$ cat config.mk
export PLATFORM = sky130hd
export DESIGN_NAME = apb_master_ctrl_flat
export DESIGN_NICKNAME = d
export VERILOG_FILES = /design/src/rtl/apb_master_ctrl_if.sv /design/src/rtl/apb_master_ctrl.sv /design/src/flat_wrapper.sv
export SDC_FILE = /design/constraint.sdc
export NUM_CORES = 1
export LEC_CHECK = 0
export CORE_MARGIN = 2
export CORE_UTILIZATION = 42
export CTS_BUF_LIST = sky130_fd_sc_hd__clkbuf_16
export CTS_CLUSTER_SIZE = 16
export DETAILED_ROUTE_END_ITERATION = 7
export GPL_TIMING_DRIVEN = 0
export PLACE_DENSITY = 0.92
export SKIP_LAST_GASP = 1
export SLEW_MARGIN = 30
export SYNTH_ARGS = -nofsm -noshare
export SYNTH_HDL_FRONTEND = slang
export SYNTH_SLANG_ARGS = --single-unit
$ cat constraint.sdc
create_clock -name clk -period 1.9 [get_ports clk]
set_input_delay 0.285 -clock clk [delete_from_list [all_inputs] [get_ports clk]]
set_output_delay 0.285 -clock clk [all_outputs]
set_load 0.005 [all_outputs]
$ cat src/rtl/apb_master_ctrl_if.sv
// apb_master_ctrl_if: processor request bus and APB master bus of apb_master_ctrl.
// The master modport is the bridge's view; the slave modport is the view of
// whatever sits on the other side (processor and APB slaves together).
interface apb_master_ctrl_if #(
  parameter int ADDR_W = 8,
  parameter int DATA_W = 8,
  parameter int SEL_W  = 2
);
  // Processor side
  logic              p_start;
  logic              p_write;
  logic [SEL_W-1:0]  p_sel;
  logic [ADDR_W-1:0] p_addr;
  logic [DATA_W-1:0] p_wdata;
  logic [DATA_W-1:0] p_rdata;
  logic              p_stable;
  logic              p_error;
  // APB side
  logic [SEL_W-1:0]  psel;
  logic              penable;
  logic              pwrite;
  logic [ADDR_W-1:0] paddr;
  logic [DATA_W-1:0] pwdata;
  logic [DATA_W-1:0] prdata;
  logic              pready;
  logic              preset_n;
  // Debug
  logic [2:0]        state;

  modport master (
    input  p_start, p_write, p_sel, p_addr, p_wdata, prdata, pready,
    output p_rdata, p_stable, p_error, psel, penable, pwrite, paddr, pwdata,
           preset_n, state
  );

  modport slave (
    output p_start, p_write, p_sel, p_addr, p_wdata, prdata, pready,
    input  p_rdata, p_stable, p_error, psel, penable, pwrite, paddr, pwdata,
           preset_n, state
  );
endinterface

$ cat src/rtl/apb_master_ctrl.sv
// apb_master_ctrl: single APB (v2-style) master bridging a one-shot processor
// request bus. IDLE -> SETUP (one cycle) -> ACCESS (until pready) -> IDLE.
// All outputs are registered. Optional build macro APB_TIMEOUT_EN adds a
// wait-state limit of MAX_WAIT cycles that aborts the transfer with p_error.
module apb_master_ctrl #(
  parameter int ADDR_W   = 8,
  parameter int DATA_W   = 8,
  parameter int SEL_W    = 2,
  parameter int MAX_WAIT = 16
) (
  input logic               clk,
  input logic               reset,
  apb_master_ctrl_if.master bus
);

  typedef enum logic [2:0] {
    ST_IDLE   = 3'd0,
    ST_SETUP  = 3'd1,
    ST_ACCESS = 3'd2
  } state_e;

  state_e            state_q,    state_d;
  logic [SEL_W-1:0]  psel_q,     psel_d;
  logic              penable_q,  penable_d;
  logic              pwrite_q,   pwrite_d;
  logic [ADDR_W-1:0] paddr_q,    paddr_d;
  logic [DATA_W-1:0] pwdata_q,   pwdata_d;
  logic [DATA_W-1:0] p_rdata_q,  p_rdata_d;
  logic              p_stable_q, p_stable_d;
  logic              p_error_q,  p_error_d;
  logic              preset_n_q;

`ifdef APB_TIMEOUT_EN
  localparam int WAIT_W = $clog2(MAX_WAIT + 1);
  // Counter value at the edge that would be the MAX_WAIT-th wait state.
  localparam logic [WAIT_W-1:0] WAIT_LAST = WAIT_W'(MAX_WAIT - 1);
  logic [WAIT_W-1:0] wait_cnt_q, wait_cnt_d;
`else
  // Keeps MAX_WAIT referenced when the timeout is compiled out.
  localparam int max_wait_unused = MAX_WAIT;
`endif

  // Next-state and registered-output computation for the transfer FSM.
  always_comb begin
    state_d    = state_q;
    psel_d     = psel_q;
    penable_d  = penable_q;
    pwrite_d   = pwrite_q;
    paddr_d    = paddr_q;
    pwdata_d   = pwdata_q;
    p_rdata_d  = p_rdata_q;
    p_stable_d = 1'b0;
    p_error_d  = 1'b0;
`ifdef APB_TIMEOUT_EN
    wait_cnt_d = '0;
`endif
    case (state_q)
      ST_IDLE: begin
        psel_d    = '0;
        penable_d = 1'b0;
        if (bus.p_start && (bus.p_sel != '0)) begin
          state_d  = ST_SETUP;
          psel_d   = bus.p_sel;
          pwrite_d = bus.p_write;
          paddr_d  = bus.p_addr;
          // Reads leave the last written data on pwdata.
          if (bus.p_write) begin
            pwdata_d = bus.p_wdata;
          end else begin
            pwdata_d = pwdata_q;
          end
        end else begin
          state_d = ST_IDLE;
        end
      end
      ST_SETUP: begin
        state_d   = ST_ACCESS;
        penable_d = 1'b1;
      end
      ST_ACCESS: begin
        penable_d = 1'b1;
        if (bus.pready) begin
          state_d    = ST_IDLE;
          psel_d     = '0;
          penable_d  = 1'b0;
          p_stable_d = 1'b1;
          if (!pwrite_q) begin
            p_rdata_d = bus.prdata;
          end else begin
            p_rdata_d = p_rdata_q;
          end
        end
`ifdef APB_TIMEOUT_EN
        else if (wait_cnt_q == WAIT_LAST) begin
          // Slave stalled too long: drop the transfer, keep p_rdata.
          state_d   = ST_IDLE;
          psel_d    = '0;
          penable_d = 1'b0;
          p_error_d = 1'b1;
        end else begin
          state_d    = ST_ACCESS;
          wait_cnt_d = wait_cnt_q + {{(WAIT_W-1){1'b0}}, 1'b1};
        end
`else
        else begin
          state_d = ST_ACCESS;
        end
`endif
      end
      default: begin
        state_d   = ST_IDLE;
        psel_d    = '0;
        penable_d = 1'b0;
      end
    endcase
  end

  // State and output registers with synchronous active-low reset.
  always_ff @(posedge clk) begin
    if (!reset) begin
      state_q    <= ST_IDLE;
      psel_q     <= '0;
      penable_q  <= 1'b0;
      pwrite_q   <= 1'b0;
      paddr_q    <= '0;
      pwdata_q   <= '0;
      p_rdata_q  <= '0;
      p_stable_q <= 1'b0;
      p_error_q  <= 1'b0;
      preset_n_q <= 1'b0;
`ifdef APB_TIMEOUT_EN
      wait_cnt_q <= '0;
`endif
    end else begin
      state_q    <= state_d;
      psel_q     <= psel_d;
      penable_q  <= penable_d;
      pwrite_q   <= pwrite_d;
      paddr_q    <= paddr_d;
      pwdata_q   <= pwdata_d;
      p_rdata_q  <= p_rdata_d;
      p_stable_q <= p_stable_d;
      p_error_q  <= p_error_d;
      preset_n_q <= 1'b1;
`ifdef APB_TIMEOUT_EN
      wait_cnt_q <= wait_cnt_d;
`endif
    end
  end

  assign bus.psel     = psel_q;
  assign bus.penable  = penable_q;
  assign bus.pwrite   = pwrite_q;
  assign bus.paddr    = paddr_q;
  assign bus.pwdata   = pwdata_q;
  assign bus.p_rdata  = p_rdata_q;
  assign bus.p_stable = p_stable_q;
  assign bus.p_error  = p_error_q;
  assign bus.preset_n = preset_n_q;
  assign bus.state    = state_q;

endmodule

$ cat src/flat_wrapper.sv
// flat-port wrapper written by rule: the top's interface ports become plain ports
module apb_master_ctrl_flat 
#(
  parameter int ADDR_W   = 8,
  parameter int DATA_W   = 8,
  parameter int SEL_W    = 2,
  parameter int MAX_WAIT = 16
)
  (clk, reset, bus_p_start, bus_p_write, bus_p_sel, bus_p_addr, bus_p_wdata, bus_prdata, bus_pready, bus_p_rdata, bus_p_stable, bus_p_error, bus_psel, bus_penable, bus_pwrite, bus_paddr, bus_pwdata, bus_preset_n, bus_state);
  apb_master_ctrl_if #(.ADDR_W(ADDR_W), .DATA_W(DATA_W), .SEL_W(SEL_W)) bus_i ();
  input logic clk;
  input logic reset;
  input wire logic [$bits(bus_i.p_start)-1:0] bus_p_start;
  input wire logic [$bits(bus_i.p_write)-1:0] bus_p_write;
  input wire logic [$bits(bus_i.p_sel)-1:0] bus_p_sel;
  input wire logic [$bits(bus_i.p_addr)-1:0] bus_p_addr;
  input wire logic [$bits(bus_i.p_wdata)-1:0] bus_p_wdata;
  input wire logic [$bits(bus_i.prdata)-1:0] bus_prdata;
  input wire logic [$bits(bus_i.pready)-1:0] bus_pready;
  output wire logic [$bits(bus_i.p_rdata)-1:0] bus_p_rdata;
  output wire logic [$bits(bus_i.p_stable)-1:0] bus_p_stable;
  output wire logic [$bits(bus_i.p_error)-1:0] bus_p_error;
  output wire logic [$bits(bus_i.psel)-1:0] bus_psel;
  output wire logic [$bits(bus_i.penable)-1:0] bus_penable;
  output wire logic [$bits(bus_i.pwrite)-1:0] bus_pwrite;
  output wire logic [$bits(bus_i.paddr)-1:0] bus_paddr;
  output wire logic [$bits(bus_i.pwdata)-1:0] bus_pwdata;
  output wire logic [$bits(bus_i.preset_n)-1:0] bus_preset_n;
  output wire logic [$bits(bus_i.state)-1:0] bus_state;
  assign bus_i.p_start = bus_p_start;
  assign bus_i.p_write = bus_p_write;
  assign bus_i.p_sel = bus_p_sel;
  assign bus_i.p_addr = bus_p_addr;
  assign bus_i.p_wdata = bus_p_wdata;
  assign bus_i.prdata = bus_prdata;
  assign bus_i.pready = bus_pready;
  assign bus_p_rdata = bus_i.p_rdata;
  assign bus_p_stable = bus_i.p_stable;
  assign bus_p_error = bus_i.p_error;
  assign bus_psel = bus_i.psel;
  assign bus_penable = bus_i.penable;
  assign bus_pwrite = bus_i.pwrite;
  assign bus_paddr = bus_i.paddr;
  assign bus_pwdata = bus_i.pwdata;
  assign bus_preset_n = bus_i.preset_n;
  assign bus_state = bus_i.state;
  apb_master_ctrl #(.ADDR_W(ADDR_W), .DATA_W(DATA_W), .SEL_W(SEL_W), .MAX_WAIT(MAX_WAIT)) u_core (.clk(clk), .reset(reset), .bus(bus_i));
endmodule
# [Word-level counts from Yosys, hierarchy flattened]
# Cells that the tools add are included.
# Widths: inputs -> output; s select.
[word_totals] mem_bits_ro=0 elab_cells=32 mem_count=0 output_inout_bits=34 reg_bits=33 latchBits=0 ram_bits=0 in_bits=31
[op_classes] order_cmp=0 eq_ne=3 n_addsub=0 div=0 bitwise_logic=2 shift=0 multipliers=0 n_mux=10 n_reduce_logical=8
[ops] op="$pmux 3 s3" count=1
[ops] op="$mux 2" count=3
[ops] op="$pmux 2 s3" count=1
[ops] op="$reduce_and 2->1" count=3
[ops] op="$reduce_and 3->1" count=2
[ops] op="$mux 1" count=4
[ops] op="$eq 3x1->1 const B" count=1
[ops] op="$eq 3x2->1 const B" count=1
[ops] op="$logic_not 3->1" count=1
[ops] op="$ne 2x2->1 const B" count=1
[ops] op="$not 1->1" count=2
[ops] op="$pmux 1 s2" count=1
[ops] op="$reduce_bool 2->1" count=1
[ops] op="$logic_and 1x1->1" count=1

# [Logic depth before layout (Yosys ltp)]
# Gate-level depths: netlist (run 1).
[depth] depth_word=4 ltp_mapped=6 depth_no_buf=5

# [Worst setup path after synthesis (run 1)]
# OpenSTA, ideal clock, no wires.
[synth_path] path_kind="register to register" startpoint="register u_core.state_q[0] (netlist: u_core.bus.state[0])" endpoint="register u_core.paddr_q[0] (netlist: u_core.bus.paddr[0])" synth_period_minus_slack_ps=1315 arrival_ps=1188 path_buffers=1 stages_incl_launch_ff=7 t_required_ps=1772 setup_slack_ps=585 setup_ps=128 path_cell_list="dfxtp_1 inv_1 ha_1 o211ai_2 buf_4 mux2i_1 nor2_1"
[synth_between] elab_chain_cells=2
[synth_rtl] element="start, declared" line="apb_master_ctrl.sv:22" rtl="state_e state_q, state_d;"
[synth_rtl] element="start signal, assigned" line="apb_master_ctrl.sv:135" rtl="state_q <= state_d;"
[synth_rtl] element="$logic_not 3->1" line="apb_master_ctrl.sv:57" rtl="case (state_q)"
[synth_rtl] element="$reduce_and 2->1 (no source line)"
[synth_rtl] element="end signal, assigned" line="apb_master_ctrl.sv:139" rtl="paddr_q <= paddr_d;"
[synth_rtl] element="end, declared" line="apb_master_ctrl.sv:26" rtl="logic [ADDR_W-1:0] paddr_q, paddr_d;"
# Every way passes these cells.
# A chain may end at the register's enable or synchronous reset.

# [Worst setup path in the final report (run 1)]
[layout_path] startpoint="register u_core.state_q[1] (netlist: u_core.bus.state[1])" endpoint="output port bus_state[1]"
[layout_lines] element="end, declared" line="flat_wrapper.sv:29" rtl="output wire logic [$bits(bus_i.state)-1:0] bus_state;"
# No word-level cell between the ends.

==> flow_summary.yaml, run 1 <==
run_status:
  outcome: "complete, but fails checks"
  violations: "DRC"
drt:
  wl_per_cell_um: 14.7
  first_pass_iters: 6
  drc: 2
  drt_iter0_drc: 31
  route.vias.total: 1152
  via_per_inst: 5.10
  ant_nets: 0
  routed_wl_um: 3330
logic_synthesis:
  synthCells: 125
  synth_fa_ha_area_share_pct: 3.94
  netlist_area_mm2: 0.00127
  yosys.area_share.simple_pct: 16.8
  synth.area.top_cells: "dfxtp_1 50%, mux2i_1 13%, nor2_1 5.9%"
  synthXorXnorAreaFrac_pct: 0
  synth_flop_cell: "dfxtp_1"
  synthMuxAreaShare_pct: 12.6
  ys_async_sr_fraction_pct: 0
  ys_seq_area_share_pct: 50.4
  synth_top_family_by_area: "simple AND/OR/NAND/NOR gates"
  netlist.area_leader.share_pct: 50.4
  yosys_warnings: 0
  synth_cell_types: 25
  ys_seq_elements: 32
  synth_compound_area_share_pct: 10.8
  synth_top_area_cell: "dfxtp_1"
  avgSynthCellArea_um2: 10.2
  synth_edf_count: 0
floorplan:
  start_util_pct: 45.3
  core_area_mm2: 0.00281
  num_rows: 19
  die_height_um: 59.0
  dieArea_mm2: 0.00348
  ios: 65
  die_w_um: 59.0
cells_and_area:
  fillers: 215
  layout_commonest_cell: "clkdlybuf4s50_1"
  drive_gt1_share_pct: 13.3
  final_cell_area_mm2: 0.00207
  num_antenna_cells: 0
  syn2layout_area_growth_pct: 62.8
  mostFrequentLayoutCells: "62 x clkdlybuf4s50_1, 32 x dfxtp_1, 20 x nor2_1"
  nNetsFinal: 230
timing:
  finalHoldViolCount: 0
  fin_crit_ns: 1.48
  rsz0062_at_grt: "false"
  fin_crit_sh_pct: 77.7
  setup_viol: 0
  holdWs_ns: 0.469
  timing.fmax_mhz: 678
  fin_skew_ns: 0.00410
  drv_slew: 0
  finalSetupTns_ns: 0
critical_path:
  r2r_start: "u_core.bus.state[0]"
  crit_type: "register to output port"
  slowest_stage: "clkdlybuf4s50_1"
  cp_top_family: "buffers and inverters"
  crit_required_ns: 1.62
  worstPathArrival_ns: 1.19
  slowest_delay_ns: 0.54
  crit_path_start_kind: "register"
  crit_fanout: 4
  crit_buf_inv: 1
  setup.worst_path.start: "u_core.bus.state[1]"
  endpoint_kind: "output port"
  cp_cell_sequence: "clkdlybuf4s50_1"
place:
  dp_hpwl_um: 2590
  portBuffers: 62
  placed_area_mm2: 0.00193
  gp_congestion: 0.748
global_route:
  grt_start_max_net_pins: 11
  grtUsageMet3_pct: 3.71
  antenna_found_initial: 0
  grtUsageMet2_pct: 38.4
  grt-busiest-layer: "met2"
  grt_pass1_vias: 1186
  gr-usage-all-layers_pct: 20.6
  grt_pass1_wl_um: 5260
  grt.overflow.total: 0
  grtUsageMet1_pct: 21.9
cts:
  tritoncts: "yes"
  clockRootBuffer: "clkbuf_16"
  postCtsHoldBufs: 0
  cts_max_level: 2
  cts.repair.resized: 0
  cts_made_buffers: 5
  cts_setup_buffers: 0
  clk_latency_ns: 0.27
  cts_buffer_depth: 2
  cts_sinks: 32
  clk_pin_slew_ns: 0.05
power_and_ir_drop:
  combPwrFrac_pct: 14.5
  switching_share_pct: 21.7
  seqPwrFrac_pct: 42.7
  p_int_uw: 1320
  p_leak_uw: 0.000890
  p_sw_uw: 365
  p_clk_share_pct: 42.8
  power_density_mw_per_mm2: 815
  finalPower_uw: 1680
  vdd_ir_drop_max_mv: 0.684
worst_hold_path:
  hold_path_class: "register to register"
  min_from: "u_core.bus.pwdata[5]"
job:
  maxCapViolCount: 0
## path summary, 6_finish.rpt
| path | end | slack [ns] | depth (start not counted) |
|---|---|---|---|
| setup / recovery | bus_state[1] | 0.42 | 1 |
| hold / removal | u_core.bus.pwdata[5] | 0.47 | 2 |
| setup reg to reg | u_core.bus.psel[0] | 0.44 | 5 |
| hold reg to reg | u_core.bus.pwdata[5] | 0.47 | 2 |
## routing by layer
metal | vias to the layer above | wire length, um
met1 | 540 | 1200
met4 | 0 | 74
met2 | 43 | 1920
met3 | 8 | 142
li1 | 561 | -
met5 | - | 0
## area by class of cell
type	count	area (um2)	share of cell area, %
plain buffers	8	52.6	2.54
clock buffers	5	125	6.05
clock inverters	2	8.76	0.424
inverters	3	11.3	0.545
multi-input cells	83	569	27.5
flip-flops and latches	32	641	31.0
well taps	31	38.8	1.88
repair buffers	62	621	30.0
## registers in the layout, summed over array words and instances, names as in the netlist
| register | flops |
|---|---|
| u_core.bus.psel | 2 |
| u_core.bus.paddr | 8 |
| u_core.bus.pwdata | 8 |
| u_core.bus.penable | 1 |
| u_core.bus.p_rdata | 8 |
| u_core.bus.p_stable | 1 |
| u_core.bus.preset_n | 1 |
| u_core.bus.state | 2 |
| u_core.bus.pwrite | 1 |
## through the flow
stage               worst slack (ns)  utilization [%]  instances
floorplan                      0.585                -        126
finish                         0.424             73.7        226
global route                   0.316             73.7        226
detailed placement             0.278             68.9        219
CTS                            0.420             73.7        226
global placement               0.311             68.9        219
## synth_stat cells (2+ instances only)
cell / instances
nand3_1: 9
inv_1: 2
mux2i_1: 16
buf_4: 3
or3_1: 2
a21oi_1: 2
dfxtp_1: 32
o21ai_2: 8
buf_2: 3
ha_1: 4
nand2_1: 10
nor2_1: 20
o21ai_0: 2
## cell families after synthesis
family | after synthesis
buffers and inverters | 11
AND/OR/NAND/NOR | 46
AO/OA/AOI/OAI | 15
multiplexers | 16
other | 1
flip-flops | 32
adder cells (fa/ha/maj) | 4
## power by group through the flow
| stage | Clock [uW] | Sequential (uW) | Combinational, uW |
|---|---|---|---|
| finish | 721 | 719 | 244 |
| global route | 768 | 722 | 265 |
| CTS | 732 | 719 | 247 |
| detailed placement | 0 | 732 | 245 |
| global placement | 0 | 730 | 236 |
| floorplan | 0 | 733 | 95.4 |
Power figures use the tool's default switching activity.
==> run 2, diff against run 1 <==
--- a/config.mk
+++ b/config.mk
@@ -6,12 +6,12 @@
 export NUM_CORES = 1
 export LEC_CHECK = 0
 export CORE_MARGIN = 2
-export CORE_UTILIZATION = 42
+export CORE_UTILIZATION = 39
 export CTS_BUF_LIST = sky130_fd_sc_hd__clkbuf_16
 export CTS_CLUSTER_SIZE = 16
 export DETAILED_ROUTE_END_ITERATION = 7
 export GPL_TIMING_DRIVEN = 0
-export PLACE_DENSITY = 0.92
+export PLACE_DENSITY = 0.87
 export SKIP_LAST_GASP = 1
 export SLEW_MARGIN = 30
 export SYNTH_ARGS = -nofsm -noshare
==> constraint.sdc (replaced) <==
create_clock -name clk -period 1.45 [get_ports clk]
set_input_delay 0.2175 -clock clk [delete_from_list [all_inputs] [get_ports clk]]
set_output_delay 0.2175 -clock clk [all_outputs]
set_load 0.005 [all_outputs]
==> run 2 against run 1 <==
Against the previous run: register-to-register slack worse by 0.36 ns; via count is 3.8% lower; clock skew is 0.0012 ns lower; die area is 7.2% higher; sequential cell count stayed put; global-route usage is 2.8 points lower; largest power group unchanged; the run now ends clean; core utilization is 4.9 points lower; critical path depth is 4 higher; count of clock-buffer cells in the layout stayed put.
==> flow_summary.yaml, run 2 (same netlist as run 1, synthesis figures left out) <==
critical_path:
  r2r_cells: 5
  crit_required_ns: 1.64
  crit_fanout: 5
  crit_path_start_kind: "register"
  worstPathArrival_ns: 1.56
  r2r_start: "u_core.bus.state[0]"
  r2r-end: "u_core.bus.psel[0]"
  reg2reg_slack_ns: 0.08
  crit_type: "register to register"
  endpoint_kind: "register"
drt:
  wl_per_cell_um: 13.5
  route.vias.total: 1108
  first_pass_iters: 4
  ant_nets: 0
  drc: 0
  routed_wl_um: 3250
  via_per_inst: 4.60
  drt_iter0_drc: 49
power_and_ir_drop:
  power_density_mw_per_mm2: 1060
  finalPower_uw: 2230
  p_leak_uw: 0.000900
  vdd_ir_drop_max_mv: 0.796
worst_hold_path:
  holdPathEnd: "u_core.bus.preset_n"
  min_path_cells: 1
  hold_path_class: "primary input to register"
  min_from: "reset"
timing:
  worst_slack_ns: 0.0815
  fin_crit_sh_pct: 94.4
  drv_slew: 0
  setup_viol: 0
  holdWs_ns: 0.449
  rsz0062_at_grt: "false"
  fin_skew_ns: 0.00288
  finalHoldViolCount: 0
  timing.fmax_mhz: 731
  fin_crit_ns: 1.37
cts:
  cts_buffer_depth: 2
  clk_latency_ns: 0.26
  cts_made_buffers: 5
  cts_max_level: 2
  clockRootBuffer: "clkbuf_16"
  cts_sinks: 32
  clk_pin_slew_ns: 0.05
  postCtsHoldBufs: 0
  cts_setup_buffers: 0
  tritoncts: "yes"
place:
  pre_cts_ws_ns: -0.114
  dp_hpwl_um: 2400
  portBuffers: 62
  gp_congestion: 0.726
floorplan:
  core_area_mm2: 0.00308
  ios: 65
  dieArea_mm2: 0.00373
  num_rows: 20
  die_w_um: 61.1
  start_util_pct: 41.3
  die_height_um: 61.1
cells_and_area:
  layout_commonest_cell: "clkdlybuf4s50_1"
  syn2layout_area_growth_pct: 66.6
  drive_gt1_share_pct: 16.8
  num_antenna_cells: 0
  mostFrequentLayoutCells: "62 x clkdlybuf4s50_1, 30 x dfxtp_1, 20 x nor2_1"
  nNetsFinal: 231
global_route:
  grt.overflow.total: 0
  antenna_found_initial: 0
  grt_pass1_vias: 1129
  grt_pass1_wl_um: 4860
  gr-usage-all-layers_pct: 17.8
  grt_start_max_net_pins: 11
job:
  maxCapViolCount: 0
run_status:
  outcome: "completed"
[run 2: worst max-delay path, stage by stage (launching register included)]
cell and delay (ns):
dfxtp_2 0.35, inv_1 0.07, ha_1 0.22, nor2b_4 0.15, or3_4 0.37, a21oi_2 0.13
[run 2: worst max path at each step]
stage | startpoint | to | slack, ns | cells after the start
detailed placement | bus_p_sel[1] | u_core.bus.paddr[6] | -0.11 | 5
floorplan | u_core.bus.state[0] | u_core.bus.paddr[0] | 0.13 | 6
global placement | bus_p_sel[1] | u_core.bus.paddr[7] | -0.07 | 5
finish | u_core.bus.state[0] | u_core.bus.psel[0] | 0.08 | 5
global route | u_core.bus.state[0] | u_core.bus.psel[0] | 0.005 | 5
CTS | u_core.bus.state[0] | u_core.bus.p_rdata[7] | -0.002 | 6
[run 2: cell type report]
| cell class | instances | area [um2] |
|---|---|---|
| sequential | 32 | 643 |
| tap | 44 | 55.1 |
| multi-input combinational | 83 | 581 |
| timing repair buffer | 63 | 628 |
| inverter | 3 | 11.3 |
| clock buffer | 5 | 125 |
| clock inverter | 3 | 13.8 |
| fill | 254 | 962 |
| buffer | 8 | 58.8 |
[run 2: timing repair]
item,CTS,global route
resized for setup,2,6
endpoints found under the setup margin,8,12
gates cloned,0,1
[run 2: metrics by stage]
stage                     utilization (%)  instances  setup TNS, ns  cell area [um2]
after floorplan                         -        126              0             1270
after global placement               63.3        232         -0.836             1950
after detailed placement             63.3        232          -1.39             1950
after CTS                            68.0        240       -0.00213             2090
after global routing                 68.7        241              0             2120
final                                68.7        241              0             2120
[run 2: power breakdown]
| part | internal (uW) | leakage [uW] | switching (uW) |
|---|---|---|---|
| clock network | 621 | 0.0000710 | 338 |
| logic | 202 | 0.000567 | 130 |
| registers | 921 | 0.000262 | 21.7 |
[run 2: routing by layer]
metal  GRT usage [%]  vias to the layer above  part of all wire (%)
met3            3.15                        4                   5.1
met2            36.2                       32                    57
met1            18.0                      511                    37
li1                -                      561                     -
met5               0                        -                     0
met4            5.59                        0                   1.4
==> variant: new RTL, config.mk and constraints of run 2 <==
`SEL_W` is set to 2 in 3 places; all go to 3.
--- a/src/rtl/apb_master_ctrl_if.sv
+++ b/src/rtl/apb_master_ctrl_if.sv
@@ -4,7 +4,7 @@
 interface apb_master_ctrl_if #(
   parameter int ADDR_W = 8,
   parameter int DATA_W = 8,
-  parameter int SEL_W  = 2
+  parameter int SEL_W  = 3
 );
   // Processor side
   logic              p_start;
--- a/src/rtl/apb_master_ctrl.sv
+++ b/src/rtl/apb_master_ctrl.sv
@@ -5,7 +5,7 @@
 module apb_master_ctrl #(
   parameter int ADDR_W   = 8,
   parameter int DATA_W   = 8,
-  parameter int SEL_W    = 2,
+  parameter int SEL_W    = 3,
   parameter int MAX_WAIT = 16
 ) (
   input logic               clk,
--- a/src/flat_wrapper.sv
+++ b/src/flat_wrapper.sv
@@ -3,7 +3,7 @@
 #(
   parameter int ADDR_W   = 8,
   parameter int DATA_W   = 8,
-  parameter int SEL_W    = 2,
+  parameter int SEL_W    = 3,
   parameter int MAX_WAIT = 16
 )
   (clk, reset, bus_p_start, bus_p_write, bus_p_sel, bus_p_addr, bus_p_wdata, bus_prdata, bus_pready, bus_p_rdata, bus_p_stable, bus_p_error, bus_psel, bus_penable, bus_pwrite, bus_paddr, bus_pwdata, bus_preset_n, bus_state);
Interface: changed (resized bus_p_sel and bus_psel); port bits go from 65 to 67. No check against the original RTL was run, so the function may have changed too.
==> variant against run 2 <==
  * Sequential cell count up 1
  * Setup slack worse by 0.049 ns
  * Register-to-register slack worse by 0.02 ns
  * Total power up 1.7%
  * Cell area up 2.3%
  * Wire length up 4.1%
  * Hold slack worse by 0.013 ns
  * Synthesized area up 1.5%
  * Highest routed layer unchanged
==> variant: results <==
export IMPL_run_status="complete, no violations"
export IMPL_yosysUniqueCellTypes=23
export IMPL_nNonClkBuffers=76
export IMPL_route_met3_wl_um=194
export IMPL_path_max_fanout=9
export IMPL_vias_per_cell=4.77
export IMPL_wl_per_cell_um=13.6
export IMPL_htree_levels=2
export IMPL_clock_skew_ns=0.00346
export IMPL_drive_above_1_share=0.0976
export IMPL_rr_worst_depth=6
export IMPL_leakagePower_uw=0.000926
export IMPL_synth_common_cells="dfxtp_1, nand2_1, mux2i_1"
export IMPL_dp_cells=240
export IMPL_ys_seq_elements=33
export IMPL_synth_xor_area_share=0
export IMPL_synth_area_top_cells="dfxtp_1, mux2i_1, nand2_1, nor2b_1, ha_1"
export IMPL_grt_pass1_wl_um=5070
export IMPL_final_clk_cell_share=0.0613
export IMPL_dp_hpwl_um=2510
export IMPL_fin_nets=241
export IMPL_yosysSeqAreaShare=0.513
export IMPL_grt_pass1_vias=1190
export IMPL_r2r_start="u_core.bus.state[0]"
export IMPL_grt_use_met3=0.0588
export IMPL_rrSetupSlack_ns=0.06
export IMPL_netlist_instances=131
export IMPL_drt_iter0_drc=40
export IMPL_wl_met2_um=1800
export IMPL_synth_compound_area_share=0.0835
export IMPL_grt_antenna_before_repair=0
export IMPL_place_port_buffers=64
export IMPL_synth_fa_ha_area_frac=0.0388
export IMPL_post_place_ws_ns=-0.393
export IMPL_place_congestion=0.686
export IMPL_regArea_um2=662
export IMPL_final_cells=249
export IMPL_ir_drop_mv=0.736
export IMPL_nonClkBufAreaFrac=0.331
export IMPL_fin_crit_sh=0.978
export IMPL_grtUsageMet2=0.344
export IMPL_multi_input_area_share=0.271
export IMPL_root_buffer="clkbuf_16"
export IMPL_muxShareOfSynthArea=0.124
export IMPL_grt_usage=0.191
export IMPL_cp_arrival_ns=1.62
export IMPL_comb_multi_input_count=86
export IMPL_drt_met1_wl_um=1320
export IMPL_r2r_end="u_core.bus.p_rdata[4]"
export IMPL_gr_usage_met1=0.188
## variant: worst max-delay path by stage
| stage | cells after the start | start | to |
|---|---|---|---|
| 2_1_floorplan | 6 | u_core.bus.state[0] | u_core.bus.pwdata[0] |
| 3_3_place_gp | 5 | bus_p_sel[1] | u_core.bus.pwdata[3] |
| 3_5_place_dp | 5 | bus_p_sel[1] | u_core.bus.pwdata[4] |
| 4_1_cts | 6 | u_core.bus.state[0] | u_core.bus.pwdata[4] |
| 5_1_grt | 5 | bus_p_sel[1] | u_core.bus.pwdata[0] |
| 6_report | 5 | bus_p_sel[1] | u_core.bus.pwdata[4] |
## variant: critical path, cell delays in order
cell and delay (ns):
clkdlybuf4s50_1 0.47, o311ai_4 0.40, or2_1 0.17, buf_6 0.16, mux2i_1 0.20
## variant: stage by stage
| step | area, um2 | util | total power [uW] | hold slack [ns] |
|---|---|---|---|---|
| after floorplan | 1290 | - | 1110 | 0.245 |
| after global placement | 1990 | 0.641 | 1300 | 0.446 |
| after detailed placement | 1990 | 0.641 | 1320 | 0.462 |
| after CTS | 2140 | 0.690 | 2270 | 0.437 |
| after global routing | 2160 | 0.698 | 2350 | 0.445 |
| final | 2160 | 0.698 | 2270 | 0.436 |
## variant: report_power, final
| part | leakage (uW) | internal [uW] | switching [uW] | total [uW] |
|---|---|---|---|---|
| logic | 0.000588 | 215 | 126 | 341 |
| registers | 0.000270 | 954 | 25.1 | 979 |
| clock network | 0.0000685 | 611 | 340 | 952 |
## variant: what timing repair did
item                                    in CTS  in global routing
cloned                                       0                  0
endpoints found under the setup margin      21                 21
pin swaps                                    1                  1
hold endpoints to repair                     0                  0
gates resized for setup                      5                  5
buffers inserted                             1                  1
